===== config.mk =====
export PLATFORM = sky130hd
export DESIGN_NAME = axi4_wch_arbiter
export DESIGN_NICKNAME = d
export VERILOG_FILES = /design/src/rtl/axi4_wch_arbiter.sv
export SDC_FILE = /design/constraint.sdc
export NUM_CORES = 1
export LEC_CHECK = 0
export CAP_MARGIN = 5
export CORE_AREA = 2 2 102 104
export DETAILED_ROUTE_END_ITERATION = 16
export DIE_AREA = 0 0 104 106
export PLACE_DENSITY = 0.93
export SLEW_MARGIN = 20
export SYNTH_ARGS = -nofsm -noshare
export SYNTH_HDL_FRONTEND = slang
export SYNTH_SLANG_ARGS = --single-unit

===== constraint.sdc =====
create_clock -name axi4_aclk -period 6.2 [get_ports axi4_aclk]
set_input_delay 0.93 -clock axi4_aclk [delete_from_list [all_inputs] [get_ports axi4_aclk]]
set_output_delay 0.93 -clock axi4_aclk [all_outputs]
set_load 0.02 [all_outputs]

===== src/rtl/axi4_wch_arbiter.sv =====
// axi4_wch_arbiter
//   Two-port AXI4 write-path arbiter. AW requests from two slave ports are
//   arbitrated round-robin and forwarded through a registered master AW
//   port. Each grant index goes into a small order FIFO. The head of that
//   FIFO steers the W channel from the matching port until WLAST, which
//   keeps W beats in AW grant order with no write interleaving.
//
//   Optional feature macro: AXI4_WARB_STATS_EN adds per-port grant counters
//   (grant_cnt0/grant_cnt1) and a synchronous clear input (stats_clr).
//
// Ports
//   axi4_aclk, axi4_arst          clock, asynchronous active-high reset
//   s_axi4_aw*                    packed 2-port AW slave side (port0 in LSBs)
//   m_axi4_aw*                    registered AW master side
//   s_axi4_w*                     packed 2-port W slave side (port0 in LSBs)
//   m_axi4_w*                     W master side (combinational mux)
//   stats_clr, grant_cnt0/1       present only with AXI4_WARB_STATS_EN
module axi4_wch_arbiter #(
  parameter int C_AXI_DATA_WIDTH = 32,
  parameter int C_AXI_USER_WIDTH = 2,
  parameter int C_AXI_ADDR_WIDTH = 32,
  parameter int C_AXI_ID_WIDTH   = 4,
  parameter int C_ORDER_DEPTH    = 4
) (
  input  logic                            axi4_aclk,
  input  logic                            axi4_arst,
`ifdef AXI4_WARB_STATS_EN
  input  logic                            stats_clr,
  output logic [31:0]                     grant_cnt0,
  output logic [31:0]                     grant_cnt1,
`endif
  input  logic [2*C_AXI_ADDR_WIDTH-1:0]   s_axi4_awaddr,
  input  logic [2*C_AXI_ID_WIDTH-1:0]     s_axi4_awid,
  input  logic [2*8-1:0]                  s_axi4_awlen,
  input  logic [1:0]                      s_axi4_awvalid,
  output logic [1:0]                      s_axi4_awready,
  output logic [C_AXI_ADDR_WIDTH-1:0]     m_axi4_awaddr,
  output logic [C_AXI_ID_WIDTH-1:0]       m_axi4_awid,
  output logic [7:0]                      m_axi4_awlen,
  output logic                            m_axi4_awvalid,
  input  logic                            m_axi4_awready,
  input  logic [2*C_AXI_DATA_WIDTH-1:0]   s_axi4_wdata,
  input  logic [2*C_AXI_DATA_WIDTH/8-1:0] s_axi4_wstrb,
  input  logic [1:0]                      s_axi4_wlast,
  input  logic [2*C_AXI_USER_WIDTH-1:0]   s_axi4_wuser,
  input  logic [1:0]                      s_axi4_wvalid,
  output logic [1:0]                      s_axi4_wready,
  output logic [C_AXI_DATA_WIDTH-1:0]     m_axi4_wdata,
  output logic [C_AXI_DATA_WIDTH/8-1:0]   m_axi4_wstrb,
  output logic                            m_axi4_wlast,
  output logic [C_AXI_USER_WIDTH-1:0]     m_axi4_wuser,
  output logic                            m_axi4_wvalid,
  input  logic                            m_axi4_wready
);

  localparam int STRB_W = C_AXI_DATA_WIDTH / 8;
  localparam int PTR_W  = $clog2(C_ORDER_DEPTH);
  localparam logic [PTR_W:0] DEPTH_CNT = (PTR_W+1)'(C_ORDER_DEPTH);

  typedef enum logic {ST_IDLE = 1'b0, ST_HOLD = 1'b1} state_t;

  // Per-port views of the packed slave buses
  logic [C_AXI_ADDR_WIDTH-1:0] awaddr_arr [2];
  logic [C_AXI_ID_WIDTH-1:0]   awid_arr   [2];
  logic [7:0]                  awlen_arr  [2];
  logic [C_AXI_DATA_WIDTH-1:0] wdata_arr  [2];
  logic [STRB_W-1:0]           wstrb_arr  [2];
  logic [C_AXI_USER_WIDTH-1:0] wuser_arr  [2];

  for (genvar gi = 0; gi < 2; gi++) begin : g_unpack
    assign awaddr_arr[gi] = s_axi4_awaddr[gi*C_AXI_ADDR_WIDTH +: C_AXI_ADDR_WIDTH];
    assign awid_arr[gi]   = s_axi4_awid[gi*C_AXI_ID_WIDTH +: C_AXI_ID_WIDTH];
    assign awlen_arr[gi]  = s_axi4_awlen[gi*8 +: 8];
    assign wdata_arr[gi]  = s_axi4_wdata[gi*C_AXI_DATA_WIDTH +: C_AXI_DATA_WIDTH];
    assign wstrb_arr[gi]  = s_axi4_wstrb[gi*STRB_W +: STRB_W];
    assign wuser_arr[gi]  = s_axi4_wuser[gi*C_AXI_USER_WIDTH +: C_AXI_USER_WIDTH];
  end

  state_t                      state_reg, state_next;
  logic                        rr_ptr_reg;
  logic                        winner;
  logic                        grant;
  logic [C_AXI_ADDR_WIDTH-1:0] awaddr_reg;
  logic [C_AXI_ID_WIDTH-1:0]   awid_reg;
  logic [7:0]                  awlen_reg;

  logic                        order_mem_reg [C_ORDER_DEPTH];
  logic [PTR_W-1:0]            wr_ptr_reg, rd_ptr_reg;
  logic [PTR_W:0]              count_reg;
  logic                        fifo_full, fifo_empty;
  logic                        sel;
  logic                        pop;

  assign fifo_full  = (count_reg == DEPTH_CNT);
  assign fifo_empty = (count_reg == '0);
  assign sel        = order_mem_reg[rd_ptr_reg];
  assign winner     = s_axi4_awvalid[rr_ptr_reg] ? rr_ptr_reg : ~rr_ptr_reg;

  // ---------------- AW FSM: state register ----------------
  always_ff @(posedge axi4_aclk or posedge axi4_arst) begin
    if (axi4_arst) state_reg <= ST_IDLE;
    else           state_reg <= state_next;
  end

  // ---------------- AW FSM: next state ----------------
  always_comb begin
    state_next = state_reg;
    case (state_reg)
      ST_IDLE: if (grant) state_next = ST_HOLD;
      ST_HOLD: if (m_axi4_awready) state_next = ST_IDLE;
      default: state_next = ST_IDLE;
    endcase
  end

  // ---------------- AW FSM: outputs ----------------
  // The ready pulse is masked while reset is held so that a requester
  // cannot see a handshake that the cleared state will never honour.
  always_comb begin
    grant          = 1'b0;
    s_axi4_awready = 2'b00;
    m_axi4_awvalid = (state_reg == ST_HOLD);
    if (state_reg == ST_IDLE && (|s_axi4_awvalid) && !fifo_full && !axi4_arst) begin
      grant                  = 1'b1;
      s_axi4_awready[winner] = 1'b1;
    end
  end

  assign m_axi4_awaddr = awaddr_reg;
  assign m_axi4_awid   = awid_reg;
  assign m_axi4_awlen  = awlen_reg;

  // AW payload capture and round-robin pointer
  always_ff @(posedge axi4_aclk or posedge axi4_arst) begin
    if (axi4_arst) begin
      awaddr_reg <= '0;
      awid_reg   <= '0;
      awlen_reg  <= '0;
      rr_ptr_reg <= 1'b0;
    end else if (grant) begin
      awaddr_reg <= awaddr_arr[winner];
      awid_reg   <= awid_arr[winner];
      awlen_reg  <= awlen_arr[winner];
      rr_ptr_reg <= ~winner;
    end
  end

  // ---------------- Order FIFO ----------------
  // Full is judged before any pop of the same cycle, so a pop never frees a
  // slot for a same-cycle push; grant stays independent of the W handshake.
  always_ff @(posedge axi4_aclk) begin
    if (grant) order_mem_reg[wr_ptr_reg] <= winner;
  end

  always_ff @(posedge axi4_aclk or posedge axi4_arst) begin
    if (axi4_arst) begin
      wr_ptr_reg <= '0;
      rd_ptr_reg <= '0;
      count_reg  <= '0;
    end else begin
      if (grant) wr_ptr_reg <= wr_ptr_reg + 1'b1;
      if (pop)   rd_ptr_reg <= rd_ptr_reg + 1'b1;
      case ({grant, pop})
        2'b10:   count_reg <= count_reg + 1'b1;
        2'b01:   count_reg <= count_reg - 1'b1;
        default: count_reg <= count_reg;
      endcase
    end
  end

  // ---------------- W steering ----------------
  always_comb begin
    m_axi4_wvalid = 1'b0;
    m_axi4_wdata  = '0;
    m_axi4_wstrb  = '0;
    m_axi4_wlast  = 1'b0;
    m_axi4_wuser  = '0;
    s_axi4_wready = 2'b00;
    if (!fifo_empty) begin
      m_axi4_wvalid      = s_axi4_wvalid[sel];
      m_axi4_wdata       = wdata_arr[sel];
      m_axi4_wstrb       = wstrb_arr[sel];
      m_axi4_wlast       = s_axi4_wlast[sel];
      m_axi4_wuser       = wuser_arr[sel];
      s_axi4_wready[sel] = m_axi4_wready;
    end
  end

  assign pop = m_axi4_wvalid & m_axi4_wready & m_axi4_wlast;

`ifdef AXI4_WARB_STATS_EN
  // Saturating grant counters; clear wins over a same-cycle increment.
  logic [31:0] grant_cnt_reg [2];

  for (genvar gi = 0; gi < 2; gi++) begin : g_stats
    always_ff @(posedge axi4_aclk or posedge axi4_arst) begin
      if (axi4_arst) begin
        grant_cnt_reg[gi] <= '0;
      end else if (stats_clr) begin
        grant_cnt_reg[gi] <= '0;
      end else if (grant && (winner == gi[0]) && (grant_cnt_reg[gi] != 32'hFFFF_FFFF)) begin
        grant_cnt_reg[gi] <= grant_cnt_reg[gi] + 32'd1;
      end
    end
  end

  assign grant_cnt0 = grant_cnt_reg[0];
  assign grant_cnt1 = grant_cnt_reg[1];
`endif

endmodule


==> qor.yml, run 1 <==
detailed_routing:
  vias_per_cell: 4.78
  initialDrtViolationCount: 194
  drt_first_pass_iters: 4
  drc: 0
  num_vias: 3745
  wl_mm: 11.5
  avgRoutedWirePerCell_um: 14.7
  ant_nets: 0
clock_tree:
  root_buffer: "clkbuf_8"
  htreeDepth: 3
  cts_resized: 0
  hold_buffers: 0
  clk_latency_ps: 330
  clk_path_buf_depth: 2
  cts_setup_buffers: 0
  clk_pin_slew_ps: 70
  cts_sinks: 57
  cts_made_buffers: 9
  cts_tree: "done"
cells_and_area:
  syn2layout_area_growth_pct: 88.2
  fill_cells: 806
  stdcell_count: 783
  largest_register_ffs: 32
  nets: 822
  multi_input_comb_area_um2: 1720
  drive_gt1_frac: 0.0402
  regArea_um2: 1450
  diodes: 0
  finalInstanceArea_um2: 6240
sta:
  skew_ps: 8.69
  fin_crit_sh: 0.660
  tightest_slew_ps: 914
  max_freq_ghz: 0.244
  slew_viol_final: 0
  final_hold_viol_count: 0
  final.setup.tns_ps: 0
  period_minus_slack_ps: 4090
  setup_violations: 0
  slew-limit-headroom: 0.390
  rsz0062_at_grt: "false"
placed_design:
  port_buffers: 262
  placedCellCount: 767
  placed_area_um2: 6010
  gp_congestion: 0.892
  dp_hpwl_mm: 9.15
die:
  die_w_um: 104
  fp.dieH_um: 106
  core_um2: 10000
  dieArea_um2: 11000
  initial_core_util: 0.332
  io_pins: 263
  rows: 37
worst_setup_path:
  rrSetupSlack_ps: 3340
  setup.worst_path.start_class: "input port"
  critPathRequiredTime_ps: 5270
  cp_cell_sequence: "clkdlybuf4s50_1 > nand2b_1 > o21ai_4 > buf_4 > inv_1 > nor2_1 > clkdlybuf4s50_1"
  r2r-end: "count_reg[2]"
  cpMostUsedCell: "clkdlybuf4s50_1"
  cp-end-kind: "primary output"
  regToRegStartpoint: "rd_ptr_reg[0]"
  critical_path_class: "in -> out"
  rr_worst_depth: 10
  crit_fanout: 46
  startpoint: "s_axi4_awvalid[0]"
  crit_slowest_cell: "clkdlybuf4s50_1"
  cp_data_arrival_time_ps: 3160
  endpoint: "s_axi4_awready[0]"
  critPathMaxStageDelay_ps: 620
global_route:
  grt_pass1_vias: 3783
  grt_use_total: 0.205
  grt_pass1_wl_mm: 18.3
  antenna_found_initial: 0
  grt_max_degree: 96
  overflow: 0
yosys:
  synth_seq_cells: 57
  syn_inst: 394
  synth.distinct_cells: 24
  synth_fp_nets: 574
  syn_area_um2: 3320
  synth_area_per_cell_um2: 8.42
  synth_seq_area_share: 0.436
  yosysWarnings: 0
power:
  irDropWorstVdd_uv: 238
  p_leak_nw: 2.60
  power.density_nw_per_um2: 472
worst_hold_path:
  hold_path_class: "reg -> reg"
outcome:
  outcome: "finished clean"
flow_run:
  cap_viol_max_count: 0
## routing by layer
layer  wire [µm]  global-route usage  up-vias  part of all wire
li1            -                   -     1809                 -
met1        4300               0.216     1728              0.37
met2        5900               0.378      184              0.51
met3         939              0.0601       24             0.082
met4         349              0.0936        0             0.030
met5           0                   0        -                 0
## placed cells by master (no fill, tap or decap), drive strengths merged, types with 3 or more instances in the layout
master         count
a21oi             85
nor2              54
o21ai              4
inv                9
dfrtp             53
edfxtp             4
and2               4
nand2             83
buf                3
ha                 5
xor2               3
clkinv             3
mux2i             47
clkdlybuf4s50    262
clkbuf            11
## report_power, final
group,switching [mW],internal (mW)
Sequential,0.112,0.552
Combinational,1.01,0.877
Clock,0.151,0.247
Total,1.27,1.68
## cell families after synthesis
family          synth area share
mux                        0.155
xor+xnor                  0.0132
buf+inv                   0.0520
simple gates               0.170
fa+ha+maj                 0.0249
flops                      0.436
compound gates             0.149
## how the worst min path moves through the flow
stage / startpoint / to / slack [ps] / cells after the start
2_1_floorplan: count_reg[0] / count_reg[0] / 490 / 1
3_3_place_gp: m_axi4_awaddr[28] / m_axi4_awaddr[28] / 510 / 2
3_5_place_dp: m_axi4_awlen[2] / m_axi4_awlen[2] / 520 / 2
4_1_cts: m_axi4_awaddr[4] / m_axi4_awaddr[4] / 540 / 2
5_1_grt: m_axi4_awaddr[16] / m_axi4_awaddr[16] / 560 / 2
6_report: m_axi4_awaddr[4] / m_axi4_awaddr[4] / 530 / 2
## synth_stat cells
| master | instances | area (µm²) |
|---|---|---|
| and2_1 | 4 | 25.0 |
| dfrtp_1 | 53 | 1330 |
| ha_1 | 5 | 62.6 |
| nor2_1 | 54 | 203 |
| inv_1 | 10 | 37.5 |
| a31oi_1 | 2 | 12.5 |
| nor3_1 | 1 | 5.00 |
| nand2b_1 | 2 | 12.5 |
| xnor2_1 | 2 | 17.5 |
| fa_1 | 1 | 20.0 |
| mux2_2 | 2 | 22.5 |
| buf_4 | 2 | 15.0 |
| edfxtp_1 | 4 | 120 |
| o31ai_1 | 1 | 7.51 |
| xor2_1 | 3 | 26.3 |
| buf_2 | 18 | 90.1 |
| nand2_1 | 83 | 312 |
| a2111oi_4 | 1 | 27.5 |
| nor3b_1 | 1 | 7.51 |
| clkbuf_1 | 8 | 30.0 |
| o21ai_0 | 4 | 20.0 |
| mux4_2 | 1 | 22.5 |
| mux2i_1 | 47 | 470 |
| a21oi_1 | 85 | 425 |
## metrics by stage
step / power, mW / setup WS (ps) / hold WS, ps / util
after floorplan: 1.70 / 3310 / 489 / -
after global placement: 2.50 / 2200 / 509 / 0.601
after detailed placement: 2.57 / 2050 / 522 / 0.601
after CTS: 2.98 / 2050 / 539 / 0.624
after global routing: 3.13 / 1970 / 557 / 0.624
final: 2.95 / 2110 / 534 / 0.624
## worst max-delay path: cells and delay by family
family | cells | cell delay, ps
simple gates | 2 | 250
compound gates | 1 | 70
buf+inv | 4 | 1920
## area by class of cell
class / instances / area share
Multi-Input combinational cell: 299 / 0.275
Tap cell: 136 / 0.0272
Timing Repair Buffer: 265 / 0.424
Clock inverter: 5 / 0.0124
Clock buffer: 11 / 0.0242
Inverter: 10 / 0.00621
Sequential cell: 57 / 0.232
(Power assumes the default switching activity.)
==> inputs of run 2 (changes only) <==
--- a/config.mk
+++ b/config.mk
@@ -6,10 +6,10 @@
 export NUM_CORES = 1
 export LEC_CHECK = 0
 export CAP_MARGIN = 5
-export CORE_AREA = 2 2 102 104
+export CORE_MARGIN = 2
+export CORE_UTILIZATION = 34
 export DETAILED_ROUTE_END_ITERATION = 16
-export DIE_AREA = 0 0 104 106
-export PLACE_DENSITY = 0.93
+export PLACE_DENSITY = 0.94
 export SLEW_MARGIN = 20
 export SYNTH_ARGS = -nofsm -noshare
 export SYNTH_HDL_FRONTEND = slang
==> constraint.sdc (replaced) <==
create_clock -name axi4_aclk -period 4.25 [get_ports axi4_aclk]
set_input_delay 0.6375 -clock axi4_aclk [delete_from_list [all_inputs] [get_ports axi4_aclk]]
set_output_delay 0.6375 -clock axi4_aclk [all_outputs]
set_load 0.02 [all_outputs]
==> qor.yml, run 2 (synthesized netlist as in run 1, its figures left out) <==
worst_setup_path:
  cp_data_arrival_time_ps: 2770
  cp-end-kind: "primary output"
  critical_path_class: "reg -> out"
  crit_fanout: 41
  setup.worst_path.start_class: "flip-flop"
  critPathRequiredTime_ps: 3610
flow_run:
  cap_viol_max_count: 0
global_route:
  grt_max_degree: 96
  grt_pass1_vias: 3568
  antenna_found_initial: 0
  grt_pass1_wl_mm: 17.0
  grt_use_total: 0.210
  overflow: 0
detailed_routing:
  wl_mm: 11.7
  vias_per_cell: 4.82
  initialDrtViolationCount: 101
  drc: 0
  avgRoutedWirePerCell_um: 15.0
  num_vias: 3760
  drt_first_pass_iters: 4
  ant_nets: 0
cells_and_area:
  drive_gt1_frac: 0.0371
  regArea_um2: 1450
  layout_commonest_cell: "clkdlybuf4s50_1"
  largest_register_ffs: 32
  nets: 822
  multi_input_comb_area_um2: 1720
  diodes: 0
  fill_cells: 781
  syn2layout_area_growth_pct: 86.5
  layout_common_cells: "clkdlybuf4s50_1, a21oi_1, nand2_1"
sta:
  setup_violations: 0
  final_hold_viol_count: 0
  rsz0062_at_grt: "false"
  max_freq_ghz: 0.294
  period_minus_slack_ps: 3410
  slew_viol_final: 0
  slew-limit-headroom: 0.409
  fin_crit_sh: 0.801
  skew_ps: 12.2
  final.setup.tns_ps: 0
  tightest_slew_ps: 886
clock_tree:
  cts_tree: "done"
  cts_made_buffers: 9
  root_buffer: "clkbuf_8"
  cts_setup_buffers: 0
  clk_path_buf_depth: 2
  clk_latency_ps: 340
  clk_pin_slew_ps: 60
  htreeDepth: 3
  cts_resized: 0
  hold_buffers: 0
  cts_sinks: 57
power:
  p_sw_mw: 1.83
  p_leak_nw: 2.58
  power.density_nw_per_um2: 671
  switching_share: 0.440
  seq_power_share: 0.233
  internal-power_mw: 2.33
  power_frac_clock: 0.109
  irDropWorstVdd_uv: 399
  pwr-share-comb: 0.658
  design_power_total_mw: 4.15
die:
  io_pins: 263
  dieArea_um2: 10600
  rows: 36
  fp.dieH_um: 103
  core_um2: 9640
  die_w_um: 103
  initial_core_util: 0.344
placed_design:
  gp_congestion: 0.903
  dp_hpwl_mm: 9.17
  port_buffers: 262
worst_hold_path:
  hold_path_class: "reg -> reg"
outcome:
  outcome: "finished clean"
run 2: cell count changes in the layout (fill, tap and decap cells not counted), sizes merged:
cell and change:
inv +1, clkinvlp -1, clkbuf +2, bufinv -2
run 2: power groups by stage:
stage / logic (mW) / clock network (mW) / registers (mW)
2_1_floorplan: 1.27 / 0 / 1.21
4_1_cts: 2.75 / 0.468 / 0.970
5_1_grt: 2.95 / 0.491 / 1.00
6_report: 2.73 / 0.451 / 0.969
3_5_place_dp: 2.74 / 0 / 0.977
3_3_place_gp: 2.67 / 0 / 0.955
run 2: path summary, 6_finish.rpt:
kind	to	start	cells past startpoint	slack [ps]
setup / recovery	m_axi4_wdata[2]	rd_ptr_reg[1]	5	840
hold / removal	m_axi4_awaddr[18]	m_axi4_awaddr[18]	2	530
setup reg to reg	count_reg[2]	rd_ptr_reg[0]	10	1440
hold reg to reg	m_axi4_awaddr[18]	m_axi4_awaddr[18]	2	530
max in group asynchronous	m_axi4_awaddr[7]	axi4_arst	2	2930
min in group asynchronous	m_axi4_awvalid	axi4_arst	2	850
run 2: stage by stage:
step | setup WS (ps) | hold slack, ps | cells | util | cell area, µm²
finish | 845 | 534 | 780 | 0.642 | 6190
global route | 643 | 564 | 780 | 0.642 | 6190
CTS | 833 | 535 | 780 | 0.642 | 6190
detailed placement | 1050 | 520 | 764 | 0.624 | 6010
global placement | 1080 | 507 | 764 | 0.624 | 6010
floorplan | 1950 | 489 | 394 | - | 3320
run 2: cell type report:
| type | instances | share of cell area |
|---|---|---|
| flip-flops and latches | 57 | 0.234 |
| clock buffers | 13 | 0.0257 |
| clock inverters | 3 | 0.00243 |
| well taps | 133 | 0.0269 |
| multi-input cells | 299 | 0.277 |
| inverters | 10 | 0.00647 |
| repair buffers | 265 | 0.428 |
run 2: layer usage:
layer | part of all wire | routed length (µm) | global-route usage | vias to the layer above
li1 | - | - | - | 1813
met1 | 0.35 | 4080 | 0.210 | 1708
met2 | 0.51 | 5970 | 0.379 | 203
met3 | 0.10 | 1220 | 0.0766 | 36
met4 | 0.037 | 436 | 0.112 | 0
met5 | 0 | 0 | 0 | -
run 2: critical path, stage by stage, from the launching register on:
cell and delay (ps):
dfrtp_1 440, mux2i_1 320, mux2_2 700, nand2_1 150
a21oi_1 180, clkdlybuf4s50_1 630
==> inputs of run 3 (changes only) <==
--- a/config.mk
+++ b/config.mk
@@ -7,9 +7,9 @@
 export LEC_CHECK = 0
 export CAP_MARGIN = 5
 export CORE_MARGIN = 2
-export CORE_UTILIZATION = 34
+export CORE_UTILIZATION = 30
 export DETAILED_ROUTE_END_ITERATION = 16
-export PLACE_DENSITY = 0.94
+export PLACE_DENSITY = 0.89
 export SLEW_MARGIN = 20
 export SYNTH_ARGS = -nofsm -noshare
 export SYNTH_HDL_FRONTEND = slang
==> constraint.sdc (replaced) <==
create_clock -name axi4_aclk -period 3.1 [get_ports axi4_aclk]
set_input_delay 0.465 -clock axi4_aclk [delete_from_list [all_inputs] [get_ports axi4_aclk]]
set_output_delay 0.465 -clock axi4_aclk [all_outputs]
set_load 0.02 [all_outputs]
==> qor.yml, run 3 (synthesized netlist as in run 1, its figures left out) <==
clock_tree:
  clk_path_buf_depth: 2
  cts_made_buffers: 9
  clk_latency_ps: 340
  htreeDepth: 3
  clk_pin_slew_ps: 60
  cts_setup_buffers: 0
  cts_tree: "done"
  root_buffer: "clkbuf_8"
  cts_sinks: 57
flow_run:
  cap_viol_max_count: 0
outcome:
  outcome: "finished clean"
cells_and_area:
  nets: 825
  drive_gt1_frac: 0.0416
  layout_common_cells: "clkdlybuf4s50_1, a21oi_1, nand2_1"
  layout_commonest_cell: "clkdlybuf4s50_1"
  syn2layout_area_growth_pct: 88.3
  fin_util: 0.579
  fill_cells: 891
  largest_register_ffs: 32
die:
  initial_core_util: 0.307
  rows: 38
  dieArea_um2: 11900
  io_pins: 263
  fp.dieH_um: 109
  die_w_um: 109
  core_um2: 10800
global_route:
  grt_use_total: 0.186
  antenna_found_initial: 1
  grt_pass1_wl_mm: 16.9
  grt_max_degree: 96
  grt_pass1_vias: 3658
  overflow: 0
sta:
  fin_crit_sh: 0.949
  max_freq_ghz: 0.340
  period_minus_slack_ps: 2940
  slew_viol_final: 0
  rsz0062_at_grt: "false"
  slew-limit-headroom: 0.426
  skew_ps: 4.39
  final_hold_viol_count: 0
  tightest_slew_ps: 862
  final.setup.tns_ps: 0
  setup_violations: 0
detailed_routing:
  drt_first_pass_iters: 4
  num_vias: 3763
  wl_mm: 11.7
  vias_per_cell: 4.76
  avgRoutedWirePerCell_um: 14.8
  initialDrtViolationCount: 170
  drc: 0
  ant_nets: 0
placed_design:
  dp_hpwl_mm: 9.29
  port_buffers: 262
  gp_congestion: 0.785
power:
  power.density_nw_per_um2: 930
  irDropWorstVdd_uv: 554
  p_leak_nw: 2.60
worst_setup_path:
  cp-end-kind: "primary output"
  setup.worst_path.start_class: "flip-flop"
  regToRegStartpoint: "rd_ptr_reg[0]"
  cp_data_arrival_time_ps: 2480
  startpoint: "rd_ptr_reg[1]"
  critPathRequiredTime_ps: 2630
  critical_path_class: "reg -> out"
  crit_fanout: 41
worst_hold_path:
  hold_path_class: "in -> async"
-- run 3: cell types whose count changed in the layout (fill, tap and decap cells not counted) --
cell | previous run | this run
bufinv_16 | 0 | 1
buf_4 | 3 | 5
diode_2 | 0 | 1
clkinv_2 | 3 | 2
clkbuf_1 | 2 | 1
inv_2 | 0 | 1
buf_8 | 0 | 1
inv_4 | 1 | 0
-- run 3: stage by stage --
step | power (mW) | hold WS (ps) | setup WS (ps) | cells | instance area, µm²
finish | 5.81 | 522 | 158 | 790 | 6250
global route | 6.20 | 538 | 29.4 | 790 | 6250
CTS | 5.86 | 531 | 38.8 | 789 | 6240
detailed placement | 5.14 | 521 | 223 | 774 | 6040
global placement | 5.00 | 508 | 320 | 774 | 6040
floorplan | 3.40 | 489 | 805 | 394 | 3320
-- run 3: critical path, cell delays in order, from the launching register on --
cell and delay [ps]:
dfrtp_1 450, mux2i_1 320, mux2_2 230, buf_8 240
nand2_1 80, a21oi_1 170, clkdlybuf4s50_1 640
-- run 3: final timing paths --
kind | end | slack (ps) | cells after the start
setup / recovery | m_axi4_wvalid | 160 | 6
hold / removal | rr_ptr_reg | 520 | 2
setup reg to reg | count_reg[2] | 460 | 10
hold reg to reg | m_axi4_awaddr[12] | 530 | 2
max in group asynchronous | m_axi4_awaddr[3] | 1740 | 3
min in group axi4_aclk | m_axi4_awaddr[12] | 530 | 2
-- run 3: layout make-up --
class                           count  area [µm²]  share of cell area
Antenna cell                        1        2.50            0.000401
Clock buffer                       12         155              0.0248
Clock inverter                      3        40.0             0.00641
Inverter                           10        37.5             0.00601
Multi-Input combinational cell    299        1720               0.275
Sequential cell                    57        1450               0.232
Tap cell                          140         175              0.0280
Timing Repair Buffer              268        2680               0.428
-- run 3: report_power, final --
group	switching, mW	internal, mW	leakage (nW)
clock	0.285	0.408	0.102
sequential	0.227	1.10	0.626
combinational	2.01	1.78	1.87
total	2.52	3.29	2.60
-- run 3: what timing repair did --
action	in CTS	in global routing
setup endpoints to repair	0	40
hold buffers	0	0
resized for setup	0	2
-- run 3: layer usage --
metal | GRT usage | part of all wire
met1 | 0.178 | 0.35
met2 | 0.343 | 0.50
met3 | 0.0646 | 0.11
met4 | 0.106 | 0.037
met5 | 0 | 0
